$ cat src/rtl/axis_frame_fifo_if.sv
// Stream-side signal bundle of axis_frame_fifo: input beat channel and output beat channel.
interface axis_frame_fifo_if #(
  parameter int unsigned DATA_WIDTH = 32
);
  logic [DATA_WIDTH-1:0]   dataIn;
  logic                    dataInTValid;
  logic                    dataInTReady;
  logic                    dataInTLast;
  logic [DATA_WIDTH/8-1:0] dataInTStrb;
  logic [DATA_WIDTH-1:0]   dataOut;
  logic                    dataOutTValid;
  logic                    dataOutTReady;
  logic                    dataOutTLast;
  logic [DATA_WIDTH/8-1:0] dataOutTStrb;

  // FIFO side
  modport slave (
    input  dataIn, dataInTValid, dataInTLast, dataInTStrb, dataOutTReady,
    output dataInTReady, dataOut, dataOutTValid, dataOutTLast, dataOutTStrb
  );

  // Producer/consumer side
  modport master (
    output dataIn, dataInTValid, dataInTLast, dataInTStrb, dataOutTReady,
    input  dataInTReady, dataOut, dataOutTValid, dataOutTLast, dataOutTStrb
  );
endinterface

$ cat src/rtl/axis_frame_fifo.sv
// Single-clock AXI-Stream frame FIFO with registered output stage, optional
// store-and-forward mode and frame accounting.
module axis_frame_fifo #(
  parameter int unsigned DATA_WIDTH  = 32,
  parameter int unsigned DEPTH       = 32,
  parameter bit          PACKET_MODE = 1'b0,
  parameter int unsigned PW          = $clog2(DEPTH) + 1
) (
  input  logic                  streamClock,
  input  logic                  streamResetN,
  axis_frame_fifo_if.slave      bus,
  output logic [PW-1:0]         occupancy,
  output logic [PW-1:0]         frameCount,
  output logic [15:0]           lastFrameLength,
  output logic                  frameOverrun,
  input  logic                  clearStatus
);
  localparam int unsigned SW = DATA_WIDTH / 8;
  localparam int unsigned MW = DATA_WIDTH + SW + 1;
  localparam int unsigned AW = PW - 1;

  logic [MW-1:0]         mem_q [DEPTH];
  logic [PW-1:0]         wrPtr_q, wrPtr_d, rdPtr_q, rdPtr_d;
  logic [PW-1:0]         frameCount_q, frameCount_d, occ_d;
  logic                  ready_q, outValid_q, outLast_q;
  logic [DATA_WIDTH-1:0] outData_q;
  logic [SW-1:0]         outStrb_q;
  logic [15:0]           beatCnt_q, lastLen_q;
  logic                  overrun_q, cutThru_q;
  logic                  accept, empty, permit, xfer, load, loadLast, ctSet;
  logic [MW-1:0]         rdWord;

  assign occupancy = wrPtr_q - rdPtr_q;

  always_comb begin
    accept   = bus.dataInTValid && ready_q;
    empty    = (wrPtr_q == rdPtr_q);
    permit   = !PACKET_MODE || (frameCount_q != '0) || cutThru_q;
    xfer     = outValid_q && bus.dataOutTReady;
    load     = !empty && permit && (!outValid_q || bus.dataOutTReady);
    rdWord   = mem_q[rdPtr_q[AW-1:0]];
    loadLast = load && rdWord[MW-1];
    // A full RAM with no complete frame can never satisfy store-and-forward.
    ctSet    = PACKET_MODE && (occupancy == PW'(DEPTH)) && (frameCount_q == '0);
    wrPtr_d  = wrPtr_q + PW'(accept);
    rdPtr_d  = rdPtr_q + PW'(load);
    occ_d    = wrPtr_d - rdPtr_d;
    frameCount_d = frameCount_q + PW'(accept && bus.dataInTLast) - PW'(loadLast);
  end

  always_ff @(posedge streamClock) begin
    if (accept) mem_q[wrPtr_q[AW-1:0]] <= {bus.dataInTLast, bus.dataInTStrb, bus.dataIn};
  end

  always_ff @(posedge streamClock) begin
    if (!streamResetN) begin
      wrPtr_q      <= '0;
      rdPtr_q      <= '0;
      frameCount_q <= '0;
      ready_q      <= 1'b0;
      outValid_q   <= 1'b0;
      outLast_q    <= 1'b0;
      outStrb_q    <= '0;
      outData_q    <= '0;
      beatCnt_q    <= '0;
      lastLen_q    <= '0;
      overrun_q    <= 1'b0;
      cutThru_q    <= 1'b0;
    end else begin
      wrPtr_q      <= wrPtr_d;
      rdPtr_q      <= rdPtr_d;
      frameCount_q <= frameCount_d;
      ready_q      <= (occ_d != PW'(DEPTH));

      if (load) begin
        outValid_q <= 1'b1;
        {outLast_q, outStrb_q, outData_q} <= rdWord;
      end else if (xfer) begin
        outValid_q <= 1'b0;
      end

      if (xfer) begin
        if (outLast_q) begin
          lastLen_q <= (beatCnt_q == 16'hFFFF) ? 16'hFFFF : beatCnt_q + 16'd1;
          beatCnt_q <= '0;
        end else if (beatCnt_q != 16'hFFFF) begin
          beatCnt_q <= beatCnt_q + 16'd1;
        end
      end

      if (ctSet)         cutThru_q <= 1'b1;
      else if (loadLast) cutThru_q <= 1'b0;

      if (ctSet)            overrun_q <= 1'b1;
      else if (clearStatus) overrun_q <= 1'b0;
    end
  end

  assign bus.dataInTReady  = ready_q;
  assign bus.dataOut       = outData_q;
  assign bus.dataOutTValid = outValid_q;
  assign bus.dataOutTLast  = outLast_q;
  assign bus.dataOutTStrb  = outStrb_q;
  assign frameCount        = frameCount_q;
  assign lastFrameLength   = lastLen_q;
  assign frameOverrun      = overrun_q;
endmodule

$ cat src/flat_wrapper.sv
// flat-port wrapper written by rule: the top's interface ports become plain ports
module axis_frame_fifo_flat 
#(
  parameter int unsigned DATA_WIDTH  = 32,
  parameter int unsigned DEPTH       = 32,
  parameter bit          PACKET_MODE = 1'b0,
  parameter int unsigned PW          = $clog2(DEPTH) + 1
)
  (streamClock, streamResetN, occupancy, frameCount, lastFrameLength, frameOverrun, clearStatus, bus_dataIn, bus_dataInTValid, bus_dataInTLast, bus_dataInTStrb, bus_dataOutTReady, bus_dataInTReady, bus_dataOut, bus_dataOutTValid, bus_dataOutTLast, bus_dataOutTStrb);
  axis_frame_fifo_if #(.DATA_WIDTH(DATA_WIDTH)) bus_i ();
  input  logic streamClock;
  input  logic streamResetN;
  output logic [PW-1:0] occupancy;
  output logic [PW-1:0] frameCount;
  output logic [15:0] lastFrameLength;
  output logic frameOverrun;
  input  logic clearStatus;
  input wire logic [$bits(bus_i.dataIn)-1:0] bus_dataIn;
  input wire logic [$bits(bus_i.dataInTValid)-1:0] bus_dataInTValid;
  input wire logic [$bits(bus_i.dataInTLast)-1:0] bus_dataInTLast;
  input wire logic [$bits(bus_i.dataInTStrb)-1:0] bus_dataInTStrb;
  input wire logic [$bits(bus_i.dataOutTReady)-1:0] bus_dataOutTReady;
  output wire logic [$bits(bus_i.dataInTReady)-1:0] bus_dataInTReady;
  output wire logic [$bits(bus_i.dataOut)-1:0] bus_dataOut;
  output wire logic [$bits(bus_i.dataOutTValid)-1:0] bus_dataOutTValid;
  output wire logic [$bits(bus_i.dataOutTLast)-1:0] bus_dataOutTLast;
  output wire logic [$bits(bus_i.dataOutTStrb)-1:0] bus_dataOutTStrb;
  assign bus_i.dataIn = bus_dataIn;
  assign bus_i.dataInTValid = bus_dataInTValid;
  assign bus_i.dataInTLast = bus_dataInTLast;
  assign bus_i.dataInTStrb = bus_dataInTStrb;
  assign bus_i.dataOutTReady = bus_dataOutTReady;
  assign bus_dataInTReady = bus_i.dataInTReady;
  assign bus_dataOut = bus_i.dataOut;
  assign bus_dataOutTValid = bus_i.dataOutTValid;
  assign bus_dataOutTLast = bus_i.dataOutTLast;
  assign bus_dataOutTStrb = bus_i.dataOutTStrb;
  axis_frame_fifo #(.DATA_WIDTH(DATA_WIDTH), .DEPTH(DEPTH), .PACKET_MODE(PACKET_MODE), .PW(PW)) u_core (.streamClock(streamClock), .streamResetN(streamResetN), .bus(bus_i), .occupancy(occupancy), .frameCount(frameCount), .lastFrameLength(lastFrameLength), .frameOverrun(frameOverrun), .clearStatus(clearStatus));
endmodule
$ cat config.mk
export PLATFORM = sky130hd
export DESIGN_NAME = axis_frame_fifo_flat
export DESIGN_NICKNAME = d
export VERILOG_FILES = /design/src/rtl/axis_frame_fifo_if.sv /design/src/rtl/axis_frame_fifo.sv /design/src/flat_wrapper.sv
export SDC_FILE = /design/constraint.sdc
export NUM_CORES = 1
export LEC_CHECK = 0
export ABC_AREA = 1
export BUFFER_PORTS_ARGS = -buffer_cell sky130_fd_sc_hd__buf_4
export CORE_MARGIN = 1.5
export CORE_UTILIZATION = 29
export CTS_CLUSTER_DIAMETER = 60
export CTS_CLUSTER_SIZE = 14
export DETAILED_ROUTE_END_ITERATION = 8
export PLACE_DENSITY = 0.44
export SLEW_MARGIN = 20
export SYNTH_ARGS = -nofsm -noshare
export SYNTH_HDL_FRONTEND = slang
export SYNTH_SLANG_ARGS = --single-unit
$ cat constraint.sdc
create_clock -name streamClock -period 6.9 [get_ports streamClock]
set_input_delay 1.035 -clock streamClock [delete_from_list [all_inputs] [get_ports streamClock]]
set_output_delay 1.035 -clock streamClock [all_outputs]
set_load 0.03 [all_outputs]
## After elaboration in Yosys (flattened, before gate mapping)

Memory sizes are Yosys's and may differ from the RTL's. A register that Yosys moved wholly into a read port is not among the register bits.
Index checks and enable logic that the tools add are counted.

| word-level totals | value |
|---|---|
| flip-flop bits (word level) | 89 |
| bits in writable memories | 1,184 |
| bits of input ports | 42 |
| output and inout bits | 68 |
| logic and storage cells | 42 |
| memories kept | 1 |

| cells by class | value |
|---|---|
| add/sub/neg operators | 7 |
| equal/unequal tests | 4 |
| muxes and demuxes | 8 |
| reductions and logical operators | 12 |

Memories:

| name | depth | width | rd ports | clocked after Yosys merged registers in | wr ports | RTL line | text |
|---|---|---|---|---|---|---|---|
| u_core.mem_q | 32 | 37 | 1 | 1 | 1 | axis_frame_fifo.sv:22 | `logic [MW-1:0] mem_q [DEPTH];` |

Operator list:

| operator | count |
|---|---|
| $mux W16 | 3 |
| $add A6 B1 Y6 | 3 |
| $add A16 B1 Y16 const B | 1 |
| $eq A16 B16 Y1 const B | 1 |
| $ne A16 B16 Y1 const B | 1 |
| $sub A6 B6 Y6 | 2 |
| $eq A6 B6 Y1 | 1 |
| $ne A6 B6 Y1 const B | 1 |
| $sub A6 B1 Y6 | 1 |
| $logic_and A1 B1 Y1 | 5 |
| $mux W5 | 1 |
| $mux W1 | 4 |
| $reduce_and A2 Y1 | 2 |
| $reduce_bool A2 Y1 | 2 |
| $logic_not A1 Y1 | 2 |
| $logic_or A1 B1 Y1 | 1 |

## Depth between registers and ports, before layout

Gate-level depths: netlist of run 1.

| logic depth | value |
|---|---|
| depth in word-level cells | 6 |
| mapped depth | 23 |
| mapped depth without buffers | 18 |

## Least setup slack after synthesis of run 1

OpenSTA, ideal clock, no wires.

| timing path | value |
|---|---|
| path kind | input port to flip-flop |
| from | input port bus_dataInTValid |
| to | memory u_core.mem_q[10][0] in the netlist's numbering, enable pin |
| setup time | 0.431 ns |
| arrival time | 3.021 ns |
| data required time | 6.469 ns |
| setup slack | 3.447 ns |
| stages | 4 |
| path buffers | 0 |
| cell sequence | nand2_1 > inv_1 > nand3_1 > nor2_1 |

| on the way | value |
|---|---|
| word-level cells in the longest chain between the ends | 3 |

Ends and longest elaborated chain:

| element | RTL line | text |
|---|---|---|
| from (decl) | flat_wrapper.sv:19 | `input wire logic [$bits(bus_i.dataInTValid)-1:0] bus_dataInTValid;` |
| $logic_and A1 B1 Y1 | axis_frame_fifo.sv:36 | `accept = bus.dataInTValid && ready_q;` |
| $mux W1 | axis_frame_fifo.sv:52 | `if (accept) mem_q[wrPtr_q[AW-1:0]] <= {bus.dataInTLast, bus.dataInTStrb, bus.dataIn};` |
| $mux W1 (not written as such) | axis_frame_fifo.sv:52 |  |
| to (decl) | axis_frame_fifo.sv:22 |  |

Every way passes these cells.

## Final worst setup path of run 1

| timing path | value |
|---|---|
| from | register u_core.rdPtr_q[1] |
| to | output port occupancy[4] |

| on the way | value |
|---|---|
| word-level cells in the longest chain between the ends | 1 |

Ends and longest elaborated chain:

| element | RTL line | text |
|---|---|---|
| from (decl) | axis_frame_fifo.sv:23 | `logic [PW-1:0] wrPtr_q, wrPtr_d, rdPtr_q, rdPtr_d;` |
| from (signal assigned) | axis_frame_fifo.sv:71 | `rdPtr_q <= rdPtr_d;` |
| $sub A6 B6 Y6 | axis_frame_fifo.sv:33 | `assign occupancy = wrPtr_q - rdPtr_q;` |
| to (decl) | flat_wrapper.sv:13 | `output logic [PW-1:0] occupancy;` |

Every way passes these cells.

==> impl_metrics.toml, run 1 <==
[routing]
vias_per_cell = 4.79
dr.first_iter.drc_count = 2748
drt_pass1_iterations = 5
ant_nets = 0
drc = 0
drt_wl_total_um = 158000
wire_per_inst_um = 22.9
num_vias = 33100

[layout]
nets = 4564
seq_area_um2 = 37400
multi_input_area_um2 = 12900
fin_area_um2 = 58700
final_cell_mix = "nand2_1, edfxtp_1, nand3_1, buf_4, clkbuf_16"
final_common_cell = "nand2_1"
fill_cells = 17700
fin_util = 0.332
drive_gt1_frac = 0.0882
area_growth_pct = 13.3

[synth]
synthArstFlopShare = 0
yosysTopAreaCell = "edfxtp_1"
yosys-top-cells-area = "edfxtp_1, nand2_1, nand3_1, dfxtp_1, buf_2"
synth_fp_nets = 4547
postSynthAreaPerCell_um2 = 11.6
synthDistinctLibCells = 37
synth-edff-count = 1184
ys_warn_count = 0
synth.top_cell.area_share = 0.686
syn_area_um2 = 51800
synthFlopType = "edfxtp_1"
ys_ff_latch = 1273
netlist_instances = 4483
synth_seq_area_share = 0.720

[placement]
hpwl_um = 79700
finalWeightedCongestion = 0.750
port_buffers = 107
dpl_cell_area_um2 = 54900

[worst_setup_path]
crit_type = "register to output port"
cp_cell_sequence = "buf_4 > buf_12 > fa_1 > o21ai_0 > xor2_1 > buf_4"
crit_top_cell = "buf_4"
path_delay_family = "buffers and inverters"
crit_buf_inv = 3
slowest_stage = "dfxtp_4"
crit_fanout = 116
r2r_cells = 11
critPathMaxStageDelay_ns = 0.74
arrival_ns = 3.64
crit_path_end_kind = "output port"
cp-start-kind = "register"
worstPathRequired_ns = 5.86
cp_num_cells = 6

[global_route]
track_usage = 0.172
grt_max_degree = 204
antenna_found_initial = 4
grt_pass1_vias = 32100
grt_pass1_wl_um = 230000
grt-ovfl-total = 0

[clock_tree]
ctsResizeCount = 0
hold_buffers = 0
cts_tree = "yes"
h-tree-depth = 3
postCtsSetupRepairBufs = 0
clk_pin_slew_worst_paths_ns = 0.07
cts_root_buf = "clkbuf_16"
clock-sinks = 1273
clock_latency_ns = 0.76
cts_buffers = 117
cts_buffer_depth = 3

[timing]
setup_viol = 0
finalCritPeriodShare = 0.677
report.final.slew_viol_count = 0
max_slew_margin = 0.246
skew_ns = 0.0509
fmax_ghz = 0.214
finalHoldViolCount = 0
tightestPinTransition_ns = 1.13
whs_ns = 0.489
fin_crit_ns = 4.67
grt_setup_unrepaired = "no"
tns_ns = 0

[min_path]
hp-class = "register to register"
hold_depth = 2

[die]
pin_count = 110
die_h_um = 426
placement_rows = 154
die_w_um = 426
start_util = 0.293
core_um2 = 177000
die-area_um2 = 181000

[power]
leakage_uw = 0.0206
ir_worst_vdd_v = 0.000305
total_power_uw = 20100
power_density_nw_per_um2 = 342

[flow_run]
drv_cap = 0

[status]
outcome = "completed"
layer usage:
layer | wire length [um] | GRT usage
met1 | 70900 | 0.231
met2 | 78100 | 0.295
met3 | 5740 | 0.0198
met4 | 3380 | 0.0450
met5 | 23 | 0
Yosys cell counts, types with 4 or more instances:
| cell type | count |
|---|---|
| nand3_1 | 958 |
| xor2_1 | 19 |
| buf_6 | 18 |
| buf_1 | 8 |
| o211ai_1 | 4 |
| o21ai_0 | 93 |
| a21oi_1 | 102 |
| clkbuf_1 | 52 |
| nor2_2 | 5 |
| nand2_1 | 1522 |
| nand2_2 | 7 |
| ha_1 | 20 |
| buf_2 | 137 |
| edfxtp_1 | 1184 |
| o21ai_1 | 11 |
| buf_4 | 61 |
| nor2_1 | 93 |
| inv_2 | 8 |
| dfxtp_1 | 89 |
| inv_1 | 66 |
final timing paths:
check | slack, ns | endpoint | start
hold reg to reg | 0.49 | u_core.beatCnt_q[4] | u_core.beatCnt_q[4]
hold / removal | 0.49 | u_core.beatCnt_q[4] | u_core.beatCnt_q[4]
setup reg to reg | 2.71 | u_core.bus.dataOut[25] | u_core.rdPtr_q[0]
setup / recovery | 2.23 | occupancy[4] | u_core.rdPtr_q[1]
per-stage QoR:
step	worst slack (ns)	cells
2_1_floorplan	3.45	4483
3_3_place_gp	2.61	6720
3_5_place_dp	2.65	6721
4_1_cts	2.10	6918
5_1_grt	2.03	6919
6_report	2.23	6919
sequential cells by signal, summed over array words and instances, names as in the netlist, 4 cells and up:
register and flops:
u_core.mem_q 1184, u_core.lastFrameLength 16, u_core.beatCnt_q 16, u_core.rdPtr_q 6, u_core.bus.dataOutTStrb 4, u_core.bus.dataOut 32, u_core.wrPtr_q 6, u_core.frameCount 6
where the power goes:
| part | total (uW) | internal [uW] | switching (uW) |
|---|---|---|---|
| combinational | 4560 | 1280 | 3290 |
| clock | 6750 | 3780 | 2960 |
| sequential | 8800 | 8620 | 181 |
| total | 20100 | 13700 | 6430 |
cell type report:
type | count | share of cell area
Sequential cell | 1273 | 0.636
Inverter | 75 | 0.00537
Multi-Input combinational cell | 2858 | 0.219
Timing Repair Buffer | 175 | 0.0236
Clock buffer | 138 | 0.0519
Clock inverter | 59 | 0.0139
Antenna cell | 1 | 0.0000426
Tap cell | 2340 | 0.0498
worst register-to-register path, stage by stage, from the launching register on:
cell and delay (ns):
dfxtp_4 0.61, inv_16 0.61, buf_4 0.76, buf_4 0.86
nand2_1 0.10, nand3_1 0.10, nand3_1 0.10, nand2_1 0.11
nand2_1 0.05, nand3_1 0.16, o21ai_0 0.41, a21oi_1 0.27
cells by family after synthesis:
family / Yosys count / synth area share
AO/OA/AOI/OAI: 219 / 0.0221
XOR/XNOR: 22 / 0.00372
adder cells (fa/ha/maj): 22 / 0.00560
buffers and inverters: 352 / 0.0361
flip-flops: 1273 / 0.720
other: 1 / 0.0000723
AND/OR/NAND/NOR: 2594 / 0.212
No activity file was read; power rests on OpenSTA's default activity.
==> run 2, diff against run 1 <==
==> constraint.sdc (replaced) <==
create_clock -name streamClock -period 4.4 [get_ports streamClock]
set_input_delay 0.66 -clock streamClock [delete_from_list [all_inputs] [get_ports streamClock]]
set_output_delay 0.66 -clock streamClock [all_outputs]
set_load 0.03 [all_outputs]
==> run 2 against run 1 <==
  * Non-clock buffer count rose by 35
  * Clock-buffer cell count rose by 6
  * Hold slack got worse by 0.18 ns
  * Global-route usage rose by 0.32 points
  * Cell count rose by 0.49%
  * Register-to-register slack got worse by 1.6 ns
  * Highest routed layer unchanged
  * First-iteration DRC count fell by 10%
==> impl_metrics.toml, run 2 (synthesis results as in run 1) <==
[status]
outcome = "completed"

[worst_setup_path]
slowest_stage = "dfxtp_4"
arrival_ns = 2.85
crit_path_end_kind = "output port"
crit_type = "register to output port"
cp-start-kind = "register"
critPathMaxStageDelay_ns = 0.52
worstPathRequired_ns = 3.74
cp_cell_sequence = "inv_8 > ha_1 > a21oi_1 > o21ai_0 > a21oi_1 > nor2_1 > nor2_1 > xor2_1 > buf_4"
crit_fanout = 30

[die]
die-area_um2 = 181000
die_w_um = 426
start_util = 0.293
core_um2 = 177000
die_h_um = 426
placement_rows = 154
pin_count = 110

[layout]
final_cell_mix = "nand2_1, edfxtp_1, nand3_1, buf_4, clkbuf_16"
fill_cells = 17700
seq_area_um2 = 37400
drive_gt1_frac = 0.0957
fin_area_um2 = 58900
multi_input_area_um2 = 12900
area_growth_pct = 13.7
final_common_cell = "nand2_1"
nets = 4597
largest_reg_flops = 1184

[timing]
fmax_ghz = 0.285
skew_ns = 0.0502
fin_ws_ns = 0.891
tightestPinTransition_ns = 1.03
whs_ns = 0.309
setup_viol = 0
grt_setup_unrepaired = "no"
fin_crit_ns = 3.51
max_slew_margin = 0.310
report.final.slew_viol_count = 0
tns_ns = 0
finalCritPeriodShare = 0.797
finalHoldViolCount = 0

[power]
leakage_uw = 0.0207
total_power_uw = 30900
ir_worst_vdd_v = 0.000457
power_density_nw_per_um2 = 525

[routing]
wire_per_inst_um = 23.1
drc = 0
dr.first_iter.drc_count = 2474
vias_per_cell = 4.79
ant_nets = 0
num_vias = 33300
drt_pass1_iterations = 5
drt_wl_total_um = 161000

[clock_tree]
clock_latency_ns = 0.77
h-tree-depth = 3
cts_tree = "yes"
cts_root_buf = "clkbuf_16"
clk_pin_slew_worst_paths_ns = 0.06
ctsResizeCount = 0
cts_buffer_depth = 3
cts_buffers = 115
hold_buffers = 0
postCtsSetupRepairBufs = 0
clock-sinks = 1273

[placement]
hpwl_um = 80300
dpl_cell_area_um2 = 55300
place_worst_setup_slack_ns = 1.10
port_buffers = 107
finalWeightedCongestion = 0.769

[global_route]
grt_pass1_wl_um = 233000
grt-ovfl-total = 0
track_usage = 0.175
antenna_found_initial = 5
grt_max_degree = 174
grt_pass1_vias = 32400

[flow_run]
drv_cap = 0

[min_path]
hp-class = "input pin to register"
## run 2: cell types whose count changed in the layout (fill, tap and decap cells not counted), moves of 4 or more
| cell | change |
|---|---|
| clkbuf_8 | +7 |
| clkbuf_16 | -4 |
| buf_4 | +17 |
| clkinv_2 | +6 |
| clkinv_1 | -9 |
| bufinv_16 | -11 |
| buf_12 | +19 |
## run 2: worst max-delay path, delay by kind of cell, from the launching register on
family | cells | cell delay (ns)
DFF | 1 | 0.52
AOI/OAI and AO/OA | 3 | 0.47
adders and majority gates | 1 | 0.39
buffers and inverters | 2 | 0.38
xor gates and xnor gates | 1 | 0.18
and+or+nand+nor | 2 | 0.16
## run 2: layout make-up
type,count,share of cell area
Antenna cell,3,0.000127
Sequential cell,1273,0.634
Clock buffer,144,0.0519
Inverter,75,0.00535
Timing Repair Buffer,210,0.0316
Clock inverter,50,0.00890
Tap cell,2340,0.0497
Multi-Input combinational cell,2858,0.219
## run 2: path summary, 6_finish.rpt
| path | to | slack, ns | start | cells past startpoint |
|---|---|---|---|---|
| max | occupancy[5] | 0.89 | u_core.rdPtr_q[2] | 9 |
| min | u_core.mem_q[26][4] | 0.31 | bus_dataIn[4] | 1 |
| max reg2reg | u_core.bus.dataInTReady | 1.08 | u_core.rdPtr_q[2] | 17 |
| min reg2reg | u_core.beatCnt_q[1] | 0.49 | u_core.beatCnt_q[1] | 2 |
## run 2: stage by stage
stage	util	instances
finish	0.333	6953
detailed placement	0.313	6756
floorplan	-	4483
CTS	0.333	6950
global route	0.333	6952
global placement	0.313	6756
## run 2: power breakdown
part | total (uW) | internal, uW | switching, uW
clock network | 9910 | 5280 | 4630
registers | 13700 | 13500 | 228
logic | 7260 | 2090 | 5170
total | 30900 | 20900 | 10000
## run 2: metal layers
metal	up-vias	track usage	routed length (um)
met5	-	0	23
met4	4	0.0465	3250
met3	157	0.0199	5150
met2	540	0.301	79400
met1	16800	0.235	73100
li1	15800	-	-
